[config.mk]
export PLATFORM = sky130hd
export DESIGN_NAME = usb_in_ep_sched
export DESIGN_NICKNAME = d
export VERILOG_FILES = /design/src/rtl/usb_in_ep_sched.sv
export SDC_FILE = /design/constraint.sdc
export NUM_CORES = 1
export LEC_CHECK = 0
export CAP_MARGIN = 20
export CORE_MARGIN = 4
export CORE_UTILIZATION = 56
export DETAILED_ROUTE_END_ITERATION = 7
export HOLD_SLACK_MARGIN = 0.06
export PLACE_DENSITY = 0.85
export SLEW_MARGIN = 10
export SYNTH_ARGS = -nofsm -noshare
export SYNTH_HDL_FRONTEND = slang
export SYNTH_SLANG_ARGS = --single-unit
export TNS_END_PERCENT = 20
[constraint.sdc]
create_clock -name clk -period 4.2 [get_ports clk]
set_clock_uncertainty 0.05 [all_clocks]
set_input_delay 0.84 -clock clk [delete_from_list [all_inputs] [get_ports clk]]
set_output_delay 0.84 -clock clk [all_outputs]
set_load 0.1 [all_outputs]
[src/rtl/usb_in_ep_sched.sv]
// Read-side scheduler for a USB IN endpoint: NAKs on empty FIFO, otherwise sends
// PID + up to MAXPKT payload bytes, then waits for the host ACK and advances the data toggle.
module usb_in_ep_sched #(
  parameter int unsigned MAXPKT      = 64,
  parameter int unsigned ACK_TIMEOUT = 1024
) (
  input  logic       clk,
  input  logic       rst,
  input  logic       in_token,
  input  logic       hs_ack,
  input  logic       clr_toggle,
  input  logic       fifo_empty,
  input  logic [7:0] fifo_dout,
  input  logic       fifo_valid,
  output logic       fifo_rd,
  output logic [7:0] tx_data,
  output logic       tx_valid,
  input  logic       tx_ready,
  output logic       tx_eop,
  output logic       busy,
  output logic       toggle,
  output logic [7:0] drop_cnt
);

  localparam int unsigned CW = $clog2(MAXPKT + 1);
  localparam int unsigned TW = (ACK_TIMEOUT > 1) ? $clog2(ACK_TIMEOUT) : 1;

  typedef enum logic [2:0] {
    S_IDLE,
    S_NAK,
    S_PID,
    S_FETCH,
    S_WAIT,
    S_SEND,
    S_EOP,
    S_ACKWAIT
  } state_t;

  state_t        state;
  logic [CW-1:0] cnt;
  logic [TW-1:0] timer;
  logic          fetch_done;

  assign fetch_done = (cnt == CW'(MAXPKT)) || fifo_empty;
  // Decoded from the state register so a read can only ever happen in FETCH with data present.
  assign fifo_rd    = (state == S_FETCH) && !fetch_done;
  assign busy       = (state != S_IDLE);

  always_ff @(posedge clk) begin
    if (rst) begin
      state    <= S_IDLE;
      cnt      <= '0;
      timer    <= '0;
      tx_data  <= '0;
      tx_valid <= 1'b0;
      tx_eop   <= 1'b0;
      toggle   <= 1'b0;
      drop_cnt <= '0;
    end else begin
      tx_eop <= 1'b0;
      case (state)
        S_IDLE: begin
          if (in_token) begin
            cnt      <= '0;
            tx_valid <= 1'b1;
            if (fifo_empty) begin
              state   <= S_NAK;
              tx_data <= 8'h5A;
            end else begin
              state   <= S_PID;
              // A same-cycle clr_toggle already selects DATA0 for this packet.
              tx_data <= (toggle && !clr_toggle) ? 8'h4B : 8'hC3;
            end
          end
        end
        S_NAK: begin
          if (tx_ready) begin
            tx_valid <= 1'b0;
            state    <= S_IDLE;
          end
        end
        S_PID: begin
          if (tx_ready) begin
            tx_valid <= 1'b0;
            state    <= S_FETCH;
          end
        end
        S_FETCH: begin
          if (fetch_done) begin
            tx_eop <= 1'b1;
            state  <= S_EOP;
          end else begin
            state <= S_WAIT;
          end
        end
        S_WAIT: begin
          // tx_data doubles as the payload byte register.
          if (fifo_valid) begin
            tx_data  <= fifo_dout;
            tx_valid <= 1'b1;
            cnt      <= cnt + 1'b1;
            state    <= S_SEND;
          end
        end
        S_SEND: begin
          if (tx_ready) begin
            tx_valid <= 1'b0;
            state    <= S_FETCH;
          end
        end
        S_EOP: begin
          timer <= TW'(ACK_TIMEOUT - 1);
          state <= S_ACKWAIT;
        end
        S_ACKWAIT: begin
          if (hs_ack) begin
            toggle <= ~toggle;
            state  <= S_IDLE;
          end else if (timer == '0) begin
            if (drop_cnt != 8'hFF) drop_cnt <= drop_cnt + 1'b1;
            state <= S_IDLE;
          end else begin
            timer <= timer - 1'b1;
          end
        end
        default: state <= S_IDLE;
      endcase
      if (clr_toggle) toggle <= 1'b0;
    end
  end

endmodule

==> metrics.txt <==
routability cong.=0.901; pin count of the biggest net entering global routing=17; vias in the first global route=1821; PortBufs=36; design area=0.00246 mm²; status=finished clean; Synth cell types=48; die span in y=just under 70 µm; fmax=311 MHz; crit path to=busy; GR Overflow Total=0; area of the core=roughly 0.0034 mm²; DP HPWL=between 3 and 4 mm; commonest cells after routing, fill and taps aside=dfxtp_1 (39), clkdlybuf4s50_1 (35), nor2_1 (26); Tmin final=~3200 ps; Tot Pwr=approximately 0.00081 W; Reg clk slew, reported paths=~110 ps; Hold Buf Count CTS=0; total track usage=0.227; Syn Inst Count=around 240; commonest non-fill, non-tap cell in the layout=dfxtp_1; worst skew pair latency=roughly 340 ps; LEAKAGE=about 0.87 nW; Fin Setup TNS=0 ps; Pins Over Slew Limit=0; final setup violation count=0; RSZ-0062 raised after global routing=no; Post-synth EDFFs=0; Critical Path Max Stage Delay=1120 ps; Die Span X=about 70 µm; row count=21; DRC Markers=0; Worst Setup Start Kind=flip-flop; register area share after synthesis=0.387; starting density of the core=0.591; Reg2Reg Launch Point=timer[0]; top_reg_cell synth=dfxtp_1; placed cell areas=roughly 0.0024 mm²; first-pass GRT wire length=between 8 and 9 mm; clock sink total=39; Synth Register Bits=39; layout cells sized above 1=0.0755; clock buffer depth=2; Final Cycle Share=0.765; r2r setup slk=1700 ps; Antenna Cells=0; die area=about 0.0046 mm²; CTS root buf=clkbuf_4; CTS Buf Count=5; crit path from=state[0]; Via density=just under 6; boundary pin count=37; post-route ant nets=0; syn nets=~260; DRT Pass-1 Iters=4; mean post-synth cell area=around 8.3 µm²; net total in the final layout=297; Synth async-reset ratio=0; slowest CP cell=clkdlybuf4s50_1; worst slew pin tran=roughly 970 ps; setup repair bufs after CTS=0; initial antenna violation count=0; pwr/cell area=roughly 330 mW/mm²; Synthesis Warnings=0; crit end category=output port; routed length per instance=14.4 µm; TritonCTS clock tree=yes; worst path cell trace=nor3_1 > inv_1 > clkdlybuf4s50_1; reg2reg end=drop_cnt[5]; post-CTS sizing=0; worst r2r path cells=6; Final Hold Fails=0; Mapped Area=a little over 0.002 mm²; Layout area overhead=21.8%; Peak supply drop=0.258 mV; Req. time, crit path=3310 ps; max_slew headroom=0.351; Initial DRC Count=approximately 160; routed vias=~1.9k; Hold Path Class=reg -> reg; Critical Path AT=about 2300 ps; H-tree levels=2; Max FO, Critical Path=15; final WL=~4.7 mm; Crit Path Category=reg -> out; max-cap viol count=0
sequential cells by signal (all words and copies together), names as in the netlist:
register and flops:
tx_eop 1, toggle 1, timer 10, tx_valid 1, state 3, drop_cnt 8
tx_data 8, cnt 7
worst min path at each step:
| stage | start | endpoint | slack (ps) | cells after the start |
|---|---|---|---|---|
| floorplan | timer[1] | timer[1] | 410 | 1 |
| global placement | tx_data[3] | tx_data[3] | 400 | 2 |
| detailed placement | tx_data[3] | tx_data[3] | 400 | 2 |
| CTS | tx_data[3] | tx_data[3] | 430 | 2 |
| global route | tx_data[3] | tx_data[3] | 460 | 2 |
| finish | tx_data[3] | tx_data[3] | 420 | 2 |
power breakdown:
group / switching (W) / total [W] / internal [W]
clock network: 0.000121 / 0.000186 / 0.0000654
logic: 0.000152 / 0.000217 / 0.0000651
registers: 0.0000204 / 0.000406 / 0.000385
total: 0.000293 / 0.000809 / 0.000516
synth_stat cells (3+ instances only):
master     count  area share
a2111oi_0      3       0.013
a211oi_1       4       0.015
a21oi_1       12       0.030
a22oi_1        3       0.011
a31oi_1       11       0.034
and2_1         3      0.0093
and3_1         3      0.0093
and4_1         4       0.017
clkbuf_1       9       0.017
dfxtp_1       39        0.39
ha_1           4       0.025
inv_1         12       0.022
mux2_2         3       0.017
nand2_1       10       0.019
nand3_1       11       0.027
nor2_1        26       0.048
nor2b_1        7       0.022
nor3_1         9       0.022
nor3b_1        6       0.022
nor4_1         3      0.0093
o21ai_0        8       0.020
o31ai_1        6       0.022
o41ai_1        3       0.013
or3_1          5       0.015
or4_1          5       0.019
xor2_1         5       0.022
metal layers:
layer / vias up / global-route usage / part of all wire
met5: - / 0 / 0
met3: 7 / 0.0460 / 0.059
li1: 971 / - / -
met4: 0 / 0.0844 / 0.014
met1: 898 / 0.316 / 0.48
met2: 56 / 0.344 / 0.45
cell type report:
cell class / instances / area (µm²)
multi-input combinational: 180 / 1150
clock buffer: 7 / 45.0
inverter: 12 / 45.0
clock inverter: 1 / 5.00
timing repair buffer: 39 / 378
sequential: 39 / 781
fill: 279 / 957
tap: 46 / 57.6
critical path: cells and delay by family, from the launching register on:
| family | cells | cell delay, ps |
|---|---|---|
| buffers and inverters | 2 | 1200 |
| DFF | 1 | 620 |
| and+or+nand+nor | 1 | 160 |
kinds of logic (layout without fill, tap and decap cells):
family,count (synthesis),in the layout,synth area share
fa+ha+maj,4,4,0.0248
flops,39,39,0.387
simple gates,103,103,0.285
xor+xnor,7,7,0.0304
compound gates,62,62,0.207
buf+inv,23,59,0.0446
mux,4,4,0.0217
stage by stage:
stage	hold slack (ps)	std cells	setup WS, ps	util
floorplan	407	242	998	-
global placement	396	315	1300	0.704
detailed placement	405	315	1280	0.704
CTS	425	323	1000	0.718
global route	464	324	853	0.720
finish	420	324	988	0.720
No activity file was read; power rests on OpenSTA's default activity.
